[config.mk]
export PLATFORM = sky130hd
export DESIGN_NAME = wb_byte_master
export DESIGN_NICKNAME = d
export VERILOG_FILES = /design/src/rtl/wb_byte_master.sv
export SDC_FILE = /design/constraint.sdc
export NUM_CORES = 1
export LEC_CHECK = 0
export ABC_AREA = 1
export CORE_MARGIN = 2
export CORE_UTILIZATION = 54
export CTS_BUF_LIST = sky130_fd_sc_hd__clkbuf_8 sky130_fd_sc_hd__clkbuf_16
export DETAILED_ROUTE_END_ITERATION = 8
export PLACE_DENSITY = 0.85
export SYNTH_ARGS = -nofsm -noshare
export SYNTH_HDL_FRONTEND = slang
export SYNTH_SLANG_ARGS = --single-unit
[constraint.sdc]
create_clock -name clk -period 2.5 [get_ports clk]
set_input_delay 0.375 -clock clk [delete_from_list [all_inputs] [get_ports clk]]
set_output_delay 0.375 -clock clk [all_outputs]
set_load 0.1 [all_outputs]
[src/rtl/wb_byte_master.sv]
// Wishbone initiator driven by a byte-stream command link: header, optional
// 4-byte write data (MSB first), one bus cycle, 4-byte read response.
module wb_byte_master #(
    parameter int unsigned TIMEOUT = 15
) (
    input  logic        clk,
    input  logic        rst,
    input  logic        abort,
    input  logic        rx_valid,
    input  logic [7:0]  rx_data,
    output logic        rx_ready,
    output logic        tx_valid,
    output logic [7:0]  tx_data,
    input  logic        tx_ready,
    output logic        wb_cyc_o,
    output logic        wb_stb_o,
    output logic        wb_we_o,
    output logic [3:0]  wb_adr_o,
    output logic [31:0] wb_dat_o,
    input  logic [31:0] wb_dat_i,
    input  logic        wb_ack_i,
    output logic        timeout_err
);

    localparam logic [7:0] TO_LAST = 8'(TIMEOUT - 1);

    typedef enum logic [1:0] {IDLE, WDATA, BUS, TX} state_t;

    state_t      state, state_next;
    logic [1:0]  byte_cnt;
    logic [7:0]  to_cnt;
    logic [31:0] rdata;
    logic        abort_seen;
    logic        rx_fire, tx_fire, bus_done;

    always_ff @(posedge clk) begin
        if (rst) state <= IDLE;
        else     state <= state_next;
    end

    always_comb begin
        state_next = state;
        rx_ready   = 1'b0;
        tx_valid   = 1'b0;
        tx_data    = rdata[31:24];
        rx_fire    = 1'b0;
        tx_fire    = 1'b0;
        // ack only counts once cyc is up; the timeout fires on the same edge otherwise
        bus_done   = wb_cyc_o && (wb_ack_i || to_cnt == TO_LAST);
        case (state)
            IDLE: begin
                rx_ready = !abort && !rst;
                rx_fire  = rx_ready && rx_valid;
                if (rx_fire) state_next = rx_data[7] ? WDATA : BUS;
            end
            WDATA: begin
                if (abort) begin
                    state_next = IDLE;
                end else begin
                    rx_ready = !rst;
                    rx_fire  = rx_ready && rx_valid;
                    if (rx_fire && byte_cnt == 2'd3) state_next = BUS;
                end
            end
            BUS: begin
                if (bus_done) state_next = (wb_we_o || abort_seen || abort) ? IDLE : TX;
            end
            TX: begin
                if (abort) begin
                    state_next = IDLE;
                end else begin
                    tx_valid = 1'b1;
                    tx_fire  = tx_ready;
                    if (tx_fire && byte_cnt == 2'd3) state_next = IDLE;
                end
            end
            default: state_next = IDLE;
        endcase
    end

    always_ff @(posedge clk) begin
        if (rst) begin
            wb_cyc_o    <= 1'b0;
            wb_stb_o    <= 1'b0;
            wb_we_o     <= 1'b0;
            wb_adr_o    <= '0;
            wb_dat_o    <= '0;
            rdata       <= '0;
            byte_cnt    <= '0;
            to_cnt      <= '0;
            abort_seen  <= 1'b0;
            timeout_err <= 1'b0;
        end else begin
            case (state)
                IDLE: begin
                    if (rx_fire) begin
                        wb_we_o    <= rx_data[7];
                        wb_adr_o   <= rx_data[3:0];
                        byte_cnt   <= '0;
                        to_cnt     <= '0;
                        abort_seen <= 1'b0;
                    end
                end
                WDATA: begin
                    if (rx_fire) begin
                        wb_dat_o <= {wb_dat_o[23:0], rx_data};
                        byte_cnt <= byte_cnt + 2'd1;
                    end
                end
                BUS: begin
                    abort_seen <= abort_seen | abort;
                    byte_cnt   <= '0;
                    // cyc low inside BUS only happens on the first cycle, since completion leaves BUS
                    if (!wb_cyc_o) begin
                        wb_cyc_o <= 1'b1;
                        wb_stb_o <= 1'b1;
                    end else if (wb_ack_i) begin
                        wb_cyc_o <= 1'b0;
                        wb_stb_o <= 1'b0;
                        rdata    <= wb_dat_i;
                    end else if (to_cnt == TO_LAST) begin
                        wb_cyc_o    <= 1'b0;
                        wb_stb_o    <= 1'b0;
                        rdata       <= '0;
                        timeout_err <= 1'b1;
                    end else begin
                        to_cnt <= to_cnt + 8'd1;
                    end
                end
                TX: begin
                    if (tx_fire) begin
                        rdata    <= {rdata[23:0], 8'h00};
                        byte_cnt <= byte_cnt + 2'd1;
                    end
                end
                default: ;
            endcase
        end
    end

endmodule

==> results of run 1 <==
worst max path at each step:
stage          startpoint   endpoint  slack [ns]  depth (start not counted)
3_3_place_gp        abort   rdata[1]        0.43                         10
2_1_floorplan    state[1]   state[0]        0.05                          7
5_1_grt         to_cnt[0]  rdata[10]        0.23                         10
6_report         state[1]   tx_valid        0.47                          3
4_1_cts          state[1]   tx_valid        0.47                          3
3_5_place_dp        abort  rdata[14]        0.30                         10
power by group through the flow:
stage	combinational, mW	sequential [mW]	clock (mW)
3_5_place_dp	1.86	1.73	0
4_1_cts	1.87	1.70	0.987
3_3_place_gp	1.81	1.72	0
5_1_grt	2.06	1.73	1.04
6_report	1.87	1.70	0.980
2_1_floorplan	1.29	1.98	0
registers in the layout, indices dropped and copies added, names as in the netlist:
name         cells
state            2
wb_cyc_o         1
abort_seen       1
to_cnt           8
wb_we_o          1
wb_stb_o         1
rdata           32
wb_dat_o        32
timeout_err      1
byte_cnt         2
wb_adr_o         4
area by class of cell:
class	instances	area, µm²	share of cell area (%)
Multi-Input combinational cell	438	1970	37.6
Sequential cell	85	1700	32.4
Timing Repair Buffer	105	926	17.6
Inverter	86	323	6.15
Tap cell	102	128	2.43
Clock buffer	9	124	2.36
Clock inverter	7	75.1	1.43
per-layer routing:
| metal | wire, µm | up-vias |
|---|---|---|
| met3 | 617 | 16 |
| li1 | - | 2168 |
| met4 | 127 | 0 |
| met1 | 4530 | 1937 |
| met2 | 4880 | 131 |
| met5 | 0 | - |
per-stage QoR:
step | power, mW | hold WS [ns] | cells
final | 4.55 | 0.477 | 832
after CTS | 4.56 | 0.478 | 832
after detailed placement | 3.59 | 0.462 | 816
after global routing | 4.83 | 0.496 | 832
after floorplan | 3.26 | 0.447 | 655
after global placement | 3.53 | 0.458 | 816
cells by family (layout without fill, tap and decap cells):
| kind of cell | Yosys count | in the layout | share of synthesized area (%) |
|---|---|---|---|
| AND/OR/NAND/NOR | 355 | 355 | 35.8 |
| buffers and inverters | 132 | 207 | 13.6 |
| flip-flops | 85 | 85 | 40.1 |
| AO/OA/AOI/OAI | 80 | 80 | 9.73 |
| adder cells (fa/ha/maj) | 3 | 3 | 0.884 |
synth_stat cells (all sizes together), types with 3 or more instances:
cell type	n	area, µm²
a21oi	17	85.1
buf	34	208
clkbuf	12	45.0
dfxtp	85	1700
ha	3	37.5
inv	86	323
nand2	170	656
nand3	20	128
nand4	34	213
nor2	120	453
nor3	7	40.0
o21ai	59	295
worst max-delay path: stages, from the launching register on:
cell and delay (ns):
dfxtp_1 0.54, nand2_1 0.20, nor2_1 0.33, buf_12 0.22
==> reports/qor.txt, run 1 <==
status - completed
Post-synth EDFFs - 0
Fin Setup TNS - 0 ns
placeable core area - 7690 µm²
post-synthesis instance total - 655
Yosys cell types - 29
Max-Cap Viols - 0
Worst Path Required - 2.12 ns
Seq pwr share - 37.4%
die width - 92.7 µm
reg-to-reg critical path startpoint - to_cnt[0]
Tcrit/Tclk final - 81.1%
Hold Path Sink - byte_cnt[1]
actual slew at the worst max-slew pin - 0.504 ns
# DRC - 0
Initial Util - 55.2%
Setup crit end kind - output pin
met1 GRT Util - 30.0%
worst hold path startpoint - byte_cnt[1]
pre-CTS WS - 0.300 ns
routability congestion estimate - 0.809
clock-pin slew on the worst setup and hold paths - 0.09 ns
vias per inst - 5.11
Slew Viols, Final - 0
RSZ-0062 raised after global routing - no
Relative slew margins - 66.4%
skew final - 0.0166 ns
Post-synth ARST share - 0%
DP Area - 5050 µm²
LEAKAGE - 2.60 nW
Synthesized Nets - 704
# rows - 32
Top FF cell, synth - dfxtp_1
GR peak layer - met2
Syn. warnings - 0
reg2reg path depth - 10
DIE AREA - 8590 µm²
fin util - 68.3%
Final Cell Area - 5250 µm²
FF+latch count, synth - 85
worst vdd ir - 0.000564 V
Num CTS Buffers - 9
f_max - 493 MHz
DR pass1 iterations - 6
syn_area_per_cell - 6.48 µm²
sequential area share after synthesis - 40.1%
Pint - 2.49 mW
Vias - 4252
largest net degree at the start of global routing - 38
most frequent cells in the layout - 167 x nand2_1, 119 x nor2_1, 85 x dfxtp_1
startpoint class of the critical path - flop
# fillers - 674
Post-layout nets - 774
Hold Buf Count CTS - 0
# setup viols final - 0
Clock Latency Late Sink - 0.37 ns
DR iter-0 viols - 157
critical register-to-register path endpoint - rdata[17]
CTS tree - yes
total grt overflow - 0
Net Sw Power - 2.06 mW
clock root buffer - clkbuf_8
vias in the first global route - 4146
share of layout cells above drive strength 1 - 12.6%
commonest non-fill, non-tap cell in the layout - nand2_1
Reg2Reg Setup Slack - 0.48 ns
Final Hold Viols - 0
WHS Path Cells - 2
Worst Hold Class - flop to flop
CP Data Arrival Time - 1.65 ns
Crit Path Max Fanout - 8
Post-DP HPWL - 7020 µm
synthesized area - 4250 µm²
switch share - 45.3%
Logic pwr share - 41.0%
area grow syn2layout - 23.7%
Ant. Diodes - 0
Final WS setup - 0.473 ns
WL per Instance - 12.2 µm
Die H - 92.7 µm
PwrDens - 866 nW/µm²
first-pass GRT wire length - 17400 µm
PortBufs - 95
initial antenna violation count - 0
Clock Path Buffers - 2
# resized after CTS - 0
met3 usage - 4.23%
Final ANT Viol Nets - 0
GRT Total Usage - 24.5%
# H-tree levels - 3
clk sinks - 85
met2 GRT Util - 42.9%
Crit Path Class - flop to output pin
Post-CTS Setup Bufs - 0
I/O Pins - 96
Post-Route WL - 10200 µm
minimum clock period - 2.03 ns
clock share of power - 21.6%
Power figures use the tool's default switching activity.
==> run 2: changes to the inputs <==
--- a/config.mk
+++ b/config.mk
@@ -7,10 +7,10 @@
 export LEC_CHECK = 0
 export ABC_AREA = 1
 export CORE_MARGIN = 2
-export CORE_UTILIZATION = 54
+export CORE_UTILIZATION = 51
 export CTS_BUF_LIST = sky130_fd_sc_hd__clkbuf_8 sky130_fd_sc_hd__clkbuf_16
 export DETAILED_ROUTE_END_ITERATION = 8
-export PLACE_DENSITY = 0.85
+export PLACE_DENSITY = 0.81
 export SYNTH_ARGS = -nofsm -noshare
 export SYNTH_HDL_FRONTEND = slang
 export SYNTH_SLANG_ARGS = --single-unit
==> constraint.sdc (replaced) <==
create_clock -name clk -period 2.1 [get_ports clk]
set_input_delay 0.315 -clock clk [delete_from_list [all_inputs] [get_ports clk]]
set_output_delay 0.315 -clock clk [all_outputs]
set_load 0.1 [all_outputs]
==> reports/qor.txt, run 2 (synthesized netlist as in run 1, its figures left out) <==
status - completed (unchanged)
DR iter-0 viols - 232 (was 157)
Crit Path Max Fanout - 16 (was 8)
vias in the first global route - 3775 (was 4146)
Post-CTS Setup Bufs - 0 (unchanged)
# setup viols final - 0 (unchanged)
Setup crit end kind - flop (was output pin)
area grow syn2layout - 25.8% (was 23.7%)
RSZ-0062 raised after global routing - no (unchanged)
Final WS setup - 0.278 ns (was 0.473 ns)
Slew Viols, Final - 0 (unchanged)
PwrDens - 1050 nW/µm² (was 866 nW/µm²)
LEAKAGE - 2.65 nW (was 2.60 nW)
pre-CTS WS - 0.189 ns (was 0.300 ns)
Final Cell Area - 5340 µm² (was 5250 µm²)
placeable core area - 8130 µm² (was 7690 µm²)
Clock Latency Late Sink - 0.35 ns (was 0.37 ns)
Final ANT Viol Nets - 0 (unchanged)
share of layout cells above drive strength 1 - 13.5% (was 12.6%)
most frequent cells in the layout - 167 x nand2_1, 118 x nor2_1, 85 x dfxtp_1 (was 167 x nand2_1, 119 x nor2_1, 85 x dfxtp_1)
DR pass1 iterations - 4 (was 6)
skew final - 0.0119 ns (was 0.0166 ns)
startpoint class of the critical path - flop (unchanged)
PortBufs - 95 (unchanged)
WHS - 0.470 ns (was 0.477 ns)
Final Hold Viols - 0 (unchanged)
Clock Path Buffers - 2 (unchanged)
CTS tree - yes (unchanged)
Vias - 4166 (was 4252)
Crit Path Class - flop to flop (was flop to output pin)
f_max - 549 MHz
worst vdd ir - 0.000539 V (was 0.000564 V)
fin util - 65.7% (was 68.3%)
Tcrit/Tclk final - 86.8%
Relative slew margins - 67.0% (was 66.4%)
I/O Pins - 96 (unchanged)
commonest non-fill, non-tap cell in the layout - nand2_1 (unchanged)
GRT Total Usage - 22.6% (was 24.5%)
clock root buffer - clkbuf_8 (unchanged)
Post-DP HPWL - 6960 µm (was 7020 µm)
DIE AREA - 9070 µm² (was 8590 µm²)
die width - 95.2 µm (was 92.7 µm)
WL per Instance - 12.0 µm (was 12.2 µm)
Placed Cells - 824 (was 816)
first-pass GRT wire length - 16500 µm (was 17400 µm)
clock-pin slew on the worst setup and hold paths - 0.10 ns (was 0.09 ns)
Num CTS Buffers - 9 (unchanged)
Worst Path Required - 2.40 ns (was 2.12 ns)
Fin Setup TNS - 0 ns (unchanged)
# DRC - 0 (unchanged)
total power - 5.62 mW (was 4.55 mW)
routability congestion estimate - 0.929 (was 0.809)
initial antenna violation count - 0 (unchanged)
Ant. Diodes - 0 (unchanged)
Initial Util - 52.2% (was 55.2%)
Post-Route WL - 10100 µm (was 10200 µm)
actual slew at the worst max-slew pin - 0.494 ns (was 0.504 ns)
Worst Hold Class - flop to flop (unchanged)
largest registers - rdata (32), wb_dat_o (32), to_cnt (8) (unchanged)
minimum clock period - 1.82 ns
DP Area - 5090 µm² (was 5050 µm²)
# rows - 33 (was 32)
total grt overflow - 0 (unchanged)
CP Data Arrival Time - 2.12 ns (was 1.65 ns)
clk sinks - 85 (unchanged)
non-filler cells, final - 841 (was 832)
# fillers - 716 (was 674)
vias per inst - 4.95 (was 5.11)
Die H - 95.2 µm (was 92.7 µm)
largest net degree at the start of global routing - 49 (was 38)
# H-tree levels - 3 (unchanged)
Post-layout nets - 780 (was 774)
Max-Cap Viols - 0 (unchanged)
run 2: layer usage:
layer	global-route usage [%]	part of all wire [%]	up-vias
met5	0	0	-
met4	8.57	1.5	0
met3	5.93	7.1	16
met2	38.4	49	115
met1	27.2	42	1849
li1	-	-	2186
run 2: layout make-up:
class / count / area (µm²) / share of cell area [%]
flip-flops and latches: 85 / 1700 / 31.9
inverters: 86 / 323 / 6.04
clock buffers: 9 / 124 / 2.32
clock inverters: 7 / 106 / 1.99
well taps: 105 / 131 / 2.46
multi-input cells: 439 / 1990 / 37.3
repair buffers: 110 / 963 / 18.0
run 2: repair_timing:
action / 4_1_cts / 5_1_grt
endpoints found under the setup margin: 0 / 30
hold buffers: 0 / 0
resized for setup: 0 / 1
run 2: critical path: stages (launching register included):
cell and delay, ns:
dfxtp_1 0.35, inv_1 0.10, ha_1 0.18, inv_1 0.05
nor2_1 0.14, nand3_2 0.12, nand2_2 0.28, nand3_4 0.26
nand2_1 0.15, inv_1 0.06, nor2_1 0.08
run 2: path summary, 6_finish.rpt:
kind / from / cells past startpoint / slack (ns) / endpoint
max: to_cnt[0] / 10 / 0.28 / rdata[19]
min reg2reg: timeout_err / 1 / 0.47 / timeout_err
min: timeout_err / 1 / 0.47 / timeout_err
max reg2reg: to_cnt[0] / 10 / 0.28 / rdata[19]
run 2: report_power, final:
group	internal (mW)	leakage [nW]	switching, mW
registers	1.87	0.690	0.155
logic	0.651	1.84	1.61
clock network	0.691	0.116	0.646
total	3.21	2.65	2.41
